## src/rtl/serial_pkg.sv

```systemverilog
// serial_pkg: shared state encoding and timing defaults for the serial link
package serial_pkg;
  typedef enum logic [2:0] {IDLE, WAIT_RDY, GUARD, BIT_HIGH, BIT_LOW} tx_state_t;
  localparam int DEF_DATA_WIDTH  = 8;
  localparam int DEF_HIGH_CYCLES = 10;
  localparam int DEF_LOW_CYCLES  = 10;
  localparam int DEF_START_DELAY = 10;
  function automatic int cnt_width(input int h, input int l, input int s);
    int m;
    m = (h > l) ? h : l;
    m = (m > s) ? m : s;
    return $clog2(m + 1);
  endfunction
endpackage

```

## src/rtl/tx_phase_counter.sv

```systemverilog
// tx_phase_counter: down-counter timing one protocol phase; tc_o marks its last cycle
module tx_phase_counter #(
  parameter int WIDTH = 4
) (
  input  logic             clock,
  input  logic             reset,
  input  logic             load_i,
  input  logic [WIDTH-1:0] value_i,
  output logic             tc_o
);
  logic [WIDTH-1:0] cnt_q, cnt_d;
  assign cnt_d = load_i ? value_i : ((cnt_q == '0) ? cnt_q : cnt_q - 1'b1);
  assign tc_o  = (cnt_q == '0);
  // loading N-1 on phase entry keeps the phase active for exactly N cycles
  always_ff @(posedge clock) begin
    if (!reset) cnt_q <= '0;
    else        cnt_q <= cnt_d;
  end
endmodule

```

## src/rtl/serializer_tx.sv

```systemverilog
// serializer_tx: holds one parallel word and shifts it out LSB first with timed write strobes
module serializer_tx
  import serial_pkg::*;
#(
  parameter int DATA_WIDTH  = DEF_DATA_WIDTH,
  parameter int HIGH_CYCLES = DEF_HIGH_CYCLES,
  parameter int LOW_CYCLES  = DEF_LOW_CYCLES,
  parameter int START_DELAY = DEF_START_DELAY
) (
  input  logic                  clock,
  input  logic                  reset,
  input  logic [DATA_WIDTH-1:0] in_data,
  input  logic                  in_valid,
  output logic                  in_ready,
  input  logic                  status_in,
  output logic                  data_out,
  output logic                  write_out,
  output logic                  busy_out,
  output logic                  done_out
);
  localparam int CW = cnt_width(HIGH_CYCLES, LOW_CYCLES, START_DELAY);
  localparam int IW = (DATA_WIDTH > 1) ? $clog2(DATA_WIDTH) : 1;
  localparam logic [CW-1:0] HI_LD = CW'(HIGH_CYCLES - 1);
  localparam logic [CW-1:0] LO_LD = CW'(LOW_CYCLES - 1);
  localparam logic [CW-1:0] SD_LD = CW'((START_DELAY > 0) ? START_DELAY - 1 : 0);
  localparam logic [IW-1:0] LAST  = IW'(DATA_WIDTH - 1);

  tx_state_t             state_q, state_d;
  logic [DATA_WIDTH-1:0] hold_q, hold_d, shift_q, shift_d;
  logic [IW-1:0]         idx_q, idx_d;
  logic [CW-1:0]         cnt_val;
  logic                  hold_valid_q, hold_valid_d, data_q, data_d, write_q, done_q, done_d;
  logic                  hold_load, cnt_load, cnt_tc, accept;

  tx_phase_counter #(.WIDTH(CW)) u_cnt (
    .clock   (clock),
    .reset   (reset),
    .load_i  (cnt_load),
    .value_i (cnt_val),
    .tc_o    (cnt_tc)
  );

  // the engine draining the holding register frees it in the same cycle
  assign in_ready     = !hold_valid_q || hold_load;
  assign accept       = in_valid && in_ready;
  assign hold_valid_d = accept || (hold_valid_q && !hold_load);
  assign hold_d       = accept ? in_data : hold_q;
  assign data_d       = (state_d == BIT_HIGH && state_q != BIT_HIGH) ? shift_d[0] : data_q;
  assign data_out     = data_q;
  assign write_out    = write_q;
  assign done_out     = done_q;
  assign busy_out     = (state_q != IDLE);

  // next-state, shift/index update and phase counter reloads
  always_comb begin
    state_d   = state_q;
    shift_d   = shift_q;
    idx_d     = idx_q;
    hold_load = 1'b0;
    cnt_load  = 1'b0;
    cnt_val   = '0;
    done_d    = 1'b0;
    case (state_q)
      IDLE: if (hold_valid_q) begin
        hold_load = 1'b1;
        shift_d   = hold_q;
        idx_d     = '0;
        state_d   = WAIT_RDY;
      end
      WAIT_RDY: if (status_in) begin
        cnt_load = 1'b1;
        cnt_val  = (START_DELAY == 0) ? HI_LD : SD_LD;
        state_d  = (START_DELAY == 0) ? BIT_HIGH : GUARD;
      end
      GUARD: if (cnt_tc) begin
        cnt_load = 1'b1;
        cnt_val  = HI_LD;
        state_d  = BIT_HIGH;
      end
      BIT_HIGH: if (cnt_tc) begin
        cnt_load = 1'b1;
        cnt_val  = LO_LD;
        state_d  = BIT_LOW;
      end
      BIT_LOW: if (cnt_tc) begin
        if (idx_q != LAST) begin
          shift_d  = shift_q >> 1;
          idx_d    = idx_q + 1'b1;
          cnt_load = 1'b1;
          cnt_val  = HI_LD;
          state_d  = BIT_HIGH;
        end else begin
          done_d = 1'b1;
          if (hold_valid_q) begin
            hold_load = 1'b1;
            shift_d   = hold_q;
            idx_d     = '0;
            state_d   = WAIT_RDY;
          end else begin
            state_d = IDLE;
          end
        end
      end
      default: state_d = IDLE;
    endcase
  end

  // registered state and outputs so write_out/data_out never glitch
  always_ff @(posedge clock) begin
    if (!reset) begin
      state_q      <= IDLE;
      hold_q       <= '0;
      hold_valid_q <= 1'b0;
      shift_q      <= '0;
      idx_q        <= '0;
      data_q       <= 1'b0;
      write_q      <= 1'b0;
      done_q       <= 1'b0;
    end else begin
      state_q      <= state_d;
      hold_q       <= hold_d;
      hold_valid_q <= hold_valid_d;
      shift_q      <= shift_d;
      idx_q        <= idx_d;
      data_q       <= data_d;
      write_q      <= (state_d == BIT_HIGH);
      done_q       <= done_d;
    end
  end
endmodule

```

## config.mk

```make
export PLATFORM = sky130hd
export DESIGN_NAME = serializer_tx
export DESIGN_NICKNAME = d
export VERILOG_FILES = /design/src/rtl/serial_pkg.sv /design/src/rtl/tx_phase_counter.sv /design/src/rtl/serializer_tx.sv
export SDC_FILE = /design/constraint.sdc
export NUM_CORES = 1
export LEC_CHECK = 0
export BUFFER_PORTS_ARGS = -buffer_cell sky130_fd_sc_hd__buf_2
export CORE_ASPECT_RATIO = 1.2
export CORE_UTILIZATION = 51
export DETAILED_ROUTE_END_ITERATION = 8
export PLACE_DENSITY_LB_ADDON = 0.1
export SKIP_LAST_GASP = 1
export SLEW_MARGIN = 10
export SYNTH_ARGS = -nofsm -noshare
export SYNTH_HDL_FRONTEND = slang
export SYNTH_SLANG_ARGS = --single-unit
```

## constraint.sdc

```tcl
create_clock -name clock -period 2.05 [get_ports clock]
set_clock_uncertainty 0.15 [all_clocks]
set_input_delay 0.1025 -clock clock [delete_from_list [all_inputs] [get_ports clock]]
set_output_delay 0.1025 -clock clock [all_outputs]
set_load 0.01 [all_outputs]
```

==> flow_summary_export.csv, run 1 <==
group,metric,value,unit
cts,htreeDepth,2,
sta,setup_ws,-1.524,ps
worst_setup_path,critPathMaxStageDelay,430,ps
cts,clkSlewWorstSetupHoldPaths,90,ps
placement,gp_congestion,0.7878,
sta,final-hold-violation-count,0,
drt,first_iter_violations,44,
synthesis,postSynthCellCount,172,
sta,post-route-min-period,2052,ps
placement,place.port_buffers,16,
sta,finalCritPeriodShare,1.001,
global_routing,overflow,0,
synthesis,synth_area_leaders,"dfxtp_1 40%, mux2i_1 9.9%, a21boi_0 5.9%",
layout,n_antenna_cell,0,
floorplanning,fp.dieW,51.80,um
layout,drive_gt1_frac,0.2723,
layout,nNetsFinal,229,
drt,ant_nets,0,
worst_setup_path,crit_type,"register to output port",
sta,max_freq,487.4,MHz
sta,finalSetupViolations,1,
sta,relSlewSlack,0.7246,
layout,area_growth,26.71,%
cts,insertion_delay,330,ps
synthesis,synth_top_area_cell,"dfxtp_1",
synthesis,synth_cell_types,42,
power,finalPower,1.626,mW
power,ir_drop,777.2,uV
synthesis,seq_area_frac_synth,0.3957,
worst_setup_path,crit_fanout,6,
outcome,status,"complete, but fails checks",
sta,worst_pin_slew,410.0,ps
worst_setup_path,worstPathCellList,"inv_2 -> ha_4 -> or3b_4 -> o311ai_4 -> buf_6",
sta,rsz0062_at_grt,"true",
drt,dr.pass1.iters,4,
floorplanning,floorplan.rows,21,
worst_setup_path,cp_data_arrival_time,1800,ps
worst_setup_path,cp_data_required_time,1800,ps
worst_setup_path,crit_family,"simple AND/OR/NAND/NOR gates",
synthesis,yosys_warnings,0,
drt,via_count,1342,
power,total_leakage_power,0.8111,nW
power,power_density,845.7,nW/um^2
global_routing,grt.total_usage,0.2399,
cts,cts_tree,"yes",
floorplanning,coreArea,2811,um^2
worst_setup_path,end_kind,"output port",
global_routing,grt_max_degree,29,
global_routing,antenna_found_initial,0,
synthesis,synth_nets,187,
drt,vias_per_cell,5.433,
cts,numClockSinks,30,
worst_hold_path,hold_class,"input port to register",
floorplanning,die-area,3199,um^2
worst_setup_path,critPathSlowestCell,"or3b_4",
synthesis,synth_top_area_share,0.3957,
run,maxCapViolCount,0,
global_routing,grt_pass1_vias,1272,
layout,final_common_cell,"dfxtp_1",
cts,clk_path_buf_depth,2,
floorplanning,start_util,0.5398,
synthesis,netlist_area,1518,um^2
drt,routed_wl,3357,um
worst_setup_path,start_kind,"register",
synthesis,syn_area_per_cell,8.824,um^2
worst_setup_path,path_buf_inv,2,
outcome,violations,"setup timing",
floorplanning,die_y,61.76,um
placement,dp_hpwl,2269,um
global_routing,grt_pass1_wl,5478,um
layout,most-common-layout-cells,"28 x dfxtp_1, 19 x nor2_1, 19 x buf_4",
cts,cts_made_buffers,5,
sta,slew_viol_final,0,
drt,wire_per_inst,13.59,um
drt,drc,0,
sta,timing.hold.ws,63.03,ps
cts,clock-root-buffer,"clkbuf_4",
floorplanning,io_pins,17,
synthesis,synth-seq-cells,30,
[registers in the layout, indices dropped and copies added (netlist names)]
signal,cells
data_out,1
done_out,1
hold_q,8
hold_valid_q,1
idx_q,3
shift_q,8
state_q,3
u_cnt.cnt_q,4
write_out,1
[layout make-up]
cell class              instances  area [um^2]
inverters                       6        22.52
repair buffers                 44        319.1
clock buffers                   6        51.30
fillers                       239        888.4
multi-input cells             127        884.6
well taps                      34        42.54
flip-flops and latches         30        603.1
[per-stage QoR]
stage	setup TNS [ps]	instances	util	cell area, um^2	setup WS [ps]
final	-1.524	247	0.6840	1923	-1.524
after global routing	-187.5	247	0.6840	1923	-62.67
after CTS	-7.201	246	0.6782	1907	-7.201
after detailed placement	-515.5	229	0.6142	1727	-77.12
after global placement	-28.92	229	0.6142	1727	-28.92
after floorplan	0	172	-	1526	7.763
[metal layers]
| metal | share of wire | track usage | vias to the layer above | wire, um |
|---|---|---|---|---|
| li1 | - | - | 687 | - |
| met1 | 0.43 | 0.2602 | 635 | 1437 |
| met2 | 0.53 | 0.4434 | 17 | 1777 |
| met3 | 0.032 | 0.07299 | 3 | 109 |
| met4 | 0.0098 | 0.08494 | 0 | 33 |
| met5 | 0 | 0 | - | 0 |
[cell families (layout without fill, tap and decap cells)]
family,Yosys count,count (layout),synth area share
and+or+nand+nor,63,63,0.2160
AOI/OAI and AO/OA,43,43,0.2012
DFF,30,30,0.3957
muxes,17,17,0.1138
buffers and inverters,15,56,0.04287
adders and majority gates,3,3,0.02473
xor gates and xnor gates,1,1,0.005772
[power breakdown]
part | switching (mW) | internal (mW) | leakage, nW | total (mW)
clock | 0.195 | 0.154 | 0.0302 | 0.350
combinational | 0.272 | 0.313 | 0.536 | 0.586
sequential | 0.0520 | 0.639 | 0.245 | 0.691
total | 0.519 | 1.11 | 0.811 | 1.63
[path summary, 6_finish.rpt]
| path | start | to | slack (ps) | cells past startpoint |
|---|---|---|---|---|
| min | status_in | state_q[1] | 60 | 4 |
| max | u_cnt.cnt_q[0] | in_ready | -2 | 5 |
| max reg2reg | u_cnt.cnt_q[0] | data_out | 30 | 7 |
| min reg2reg | shift_q[5] | shift_q[5] | 330 | 2 |
[what timing repair did]
| action | in CTS | in global routing |
|---|---|---|
| hold buffers | 9 | 0 |
| hold endpoints to repair | 9 | 0 |
| endpoints found under the setup margin | 21 | 13 |
| gates cloned | 0 | 0 |
| pin swaps | 2 | 0 |
| buffers inserted | 2 | 1 |
| gates resized for setup | 8 | 2 |
[worst register-to-register path: cells and delay by family (launching register included)]
family / cells / cell delay [ps]
AOI/OAI and AO/OA: 3 / 450
buffers and inverters: 1 / 70
DFF: 1 / 340
adders and majority gates: 1 / 130
muxes: 1 / 350
and+or+nand+nor: 1 / 430
[synthesized netlist by cell type, drive strengths merged]
master,n
mux2i,15
inv,6
o211ai,1
a211oi,1
a21boi,12
a31oi,1
o221ai,1
o311ai,2
buf,2
o22ai,1
nor2b,11
dfxtp,30
nor3b,2
or3b,2
o211a,1
and2,3
nand3,1
mux2,2
ha,3
clkbuf,7
o221a,1
nand2b,1
nor2,19
a21oi,15
nand2,15
nor4,1
o41ai,1
nor3,4
o31ai,1
and3,2
o21ai,4
o21a,1
xnor2,1
or3,2
Note: power is estimated with default switching activity, not from simulation.
==> run 2: changes to the inputs <==
Settings changed: ABC_AREA from default to 1, SETUP_SLACK_MARGIN from default to 0.05.
==> flow_summary_export.csv, run 2 <==
group,metric,value,unit
outcome,status,"completed",
sta,finalSetupViolations,0,
synthesis,post-synth-top-count-cell,"nand2_1",
drt,routed_wl,3310,um
layout,nNetsFinal,269,
cts,clkSlewWorstSetupHoldPaths,90,ps
worst_setup_path,r2r-end,"shift_q[2]",
drt,ant_nets,0,
worst_setup_path,crit_family,"simple AND/OR/NAND/NOR gates",
global_routing,antenna_found_initial,0,
global_routing,grt_max_degree,15,
power,power_density,1265,nW/um^2
synthesis,seq_area_frac_synth,0.3947,
worst_setup_path,crit_fanout,14,
sta,final-hold-violation-count,0,
floorplanning,die_y,61.83,um
synthesis,syn_area_per_cell,6.823,um^2
worst_setup_path,r2r_cells,10,
cts,clk_path_buf_depth,2,
cts,cts_tree,"yes",
worst_setup_path,critPathMaxStageDelay,310,ps
sta,finalCritPeriodShare,0.9189,
layout,area_growth,18.91,%
worst_setup_path,critPathSlowestCell,"dfxtp_1",
placement,gp_congestion,0.8351,
placement,place.port_buffers,16,
worst_setup_path,path_buf_inv,2,
global_routing,grt.total_usage,0.2276,
synthesis,synthArstFlopShare,0,
floorplanning,fp.dieW,51.86,um
floorplanning,die-area,3207,um^2
synthesis,synth_top_area_share,0.3947,
global_routing,grt_pass1_wl,5250,um
drt,drc,0,
sta,rsz0062_at_grt,"false",
layout,multiInputGateArea,783.3,um^2
worst_hold_path,hold_class,"input port to register",
sta,post-route-min-period,1884,ps
global_routing,overflow,0,
worst_setup_path,cp_data_required_time,1800,ps
synthesis,synth_area_leaders,"dfxtp_1 39%, nand2_1 17%, a21oi_1 6.3%",
synthesis,synth_cell_types,26,
worst_hold_path,holdPathStages,4,
worst_hold_path,hp-start,"status_in",
sta,slew_viol_final,0,
worst_setup_path,crit_type,"register to output port",
layout,final_common_cell,"nand2_1",
sta,max_freq,530.8,MHz
worst_setup_path,cp_data_arrival_time,1630,ps
synthesis,synth_nets,238,
floorplanning,start_util,0.5412,
layout,most-common-layout-cells,"70 x nand2_1, 30 x dfxtp_1, 25 x inv_1, 20 x nor2_1",
cts,htreeDepth,2,
synthesis,yosys-top-cells-count,"70 x nand2_1, 30 x dfxtp_1, 25 x inv_1",
floorplanning,coreArea,2811,um^2
drt,vias_per_cell,5.107,
synthesis,postSynthCellCount,223,
sta,worst_pin_slew,383.2,ps
cts,insertion_delay,330,ps
cts,cts_made_buffers,5,
global_routing,grt_pass1_vias,1236,
placement,place_inst,268,
layout,num-fill-cells,261,
floorplanning,io_pins,17,
drt,via_count,1476,
layout,n_antenna_cell,0,
layout,largestRegisters,"hold_q x8, shift_q x8, u_cnt.cnt_q x4",
layout,drive_gt1_frac,0.1490,
placement,dp_hpwl,2346,um
power,ir_drop,761.3,uV
drt,first_iter_violations,27,
worst_setup_path,end_kind,"output port",
worst_setup_path,start_kind,"register",
worst_setup_path,worstPathCellList,"inv_1 -> ha_4 -> nand2_4 -> nor2_1 -> nand2_1 -> nand3_4 -> buf_2",
layout,final-seq-area,600.6,um^2
floorplanning,floorplan.rows,21,
layout,layout.cells.non_filler,289,
run,maxCapViolCount,0,
worst_setup_path,r2r-start,"idx_q[0]",
cts,numClockSinks,30,
synthesis,netlist_area,1521,um^2
synthesis,synth_top_area_cell,"dfxtp_1",
synthesis,yosys_warnings,0,
cts,clock-root-buffer,"clkbuf_4",
sta,relSlewSlack,0.7442,
synthesis,synthFlopType,"dfxtp_1",
sta,timing.hold.ws,60.64,ps
worst_setup_path,rrSetupSlack,270,ps
sta,totalNegativeSetupSlack,0,ps
synthesis,synth_edf_count,0,
worst_hold_path,worstHoldEndpoint,"u_cnt.cnt_q[1]",
drt,dr.pass1.iters,4,
drt,wire_per_inst,11.45,um
power,total_leakage_power,0.8520,nW
synthesis,synth-seq-cells,30,
==> run 2: area by class of cell <==
type / instances / share of cell area
Multi-Input combinational cell: 159 / 0.4329
Timing Repair Buffer: 32 / 0.1245
Inverter: 26 / 0.05394
Clock inverter: 1 / 0.002766
Tap cell: 34 / 0.02351
Clock buffer: 7 / 0.03043
Sequential cell: 30 / 0.3319
==> run 2: worst min-delay path, delay by kind of cell <==
kind,cells,cell delay (ps)
AND/OR/NAND/NOR,3,310
buffers and inverters,1,90
==> run 2: how the worst max path moves through the flow <==
stage | startpoint | slack, ps | to | depth (start not counted)
after floorplan | idx_q[0] | 450 | shift_q[2] | 10
after global placement | u_cnt.cnt_q[0] | 250 | hold_q[6] | 9
after detailed placement | u_cnt.cnt_q[0] | 180 | hold_q[5] | 9
after CTS | u_cnt.cnt_q[0] | 60 | in_ready | 7
after global routing | u_cnt.cnt_q[0] | 70 | in_ready | 7
final | u_cnt.cnt_q[0] | 170 | in_ready | 7
==> run 2: cell families after synthesis <==
| logic type | after synthesis | share of synthesized area |
|---|---|---|
| fa+ha+maj | 3 | 0.02467 |
| flops | 30 | 0.3947 |
| xor+xnor | 3 | 0.01727 |
| simple gates | 123 | 0.3487 |
| compound gates | 30 | 0.1077 |
| buf+inv | 34 | 0.1069 |
==> run 2: timing repair <==
action / in CTS / in global routing
setup buffers: 0 / 3
pin swaps: 0 / 2
gates resized for setup: 2 / 2
endpoints found under the setup margin: 1 / 1
cloned: 0 / 0
hold endpoints to repair: 20 / 0
hold buffers: 10 / 0
==> run 2: metal layers <==
metal / global-route usage / part of all wire / vias to the layer above
met5: 0 / 0 / -
met3: 0.06569 / 0.031 / 8
met2: 0.4103 / 0.51 / 29
met1: 0.2504 / 0.44 / 667
met4: 0.09266 / 0.021 / 0
li1: - / - / 772
==> run 2: power breakdown <==
part	internal [mW]	switching (mW)	total (mW)
logic	0.410	0.696	1.11
registers	0.705	0.117	0.822
clock network	0.166	0.195	0.360
total	1.28	1.01	2.29
==> run 2: stage by stage <==
stage	power, mW	area (um^2)	worst slack (ps)	utilization
final	2.288	1809	166.2	0.6435
after global routing	2.492	1809	68.03	0.6435
after CTS	2.250	1774	57.66	0.6311
after detailed placement	1.843	1602	183.4	0.5696
after global placement	1.811	1602	251.9	0.5696
after floorplan	1.665	1521	446.2	-
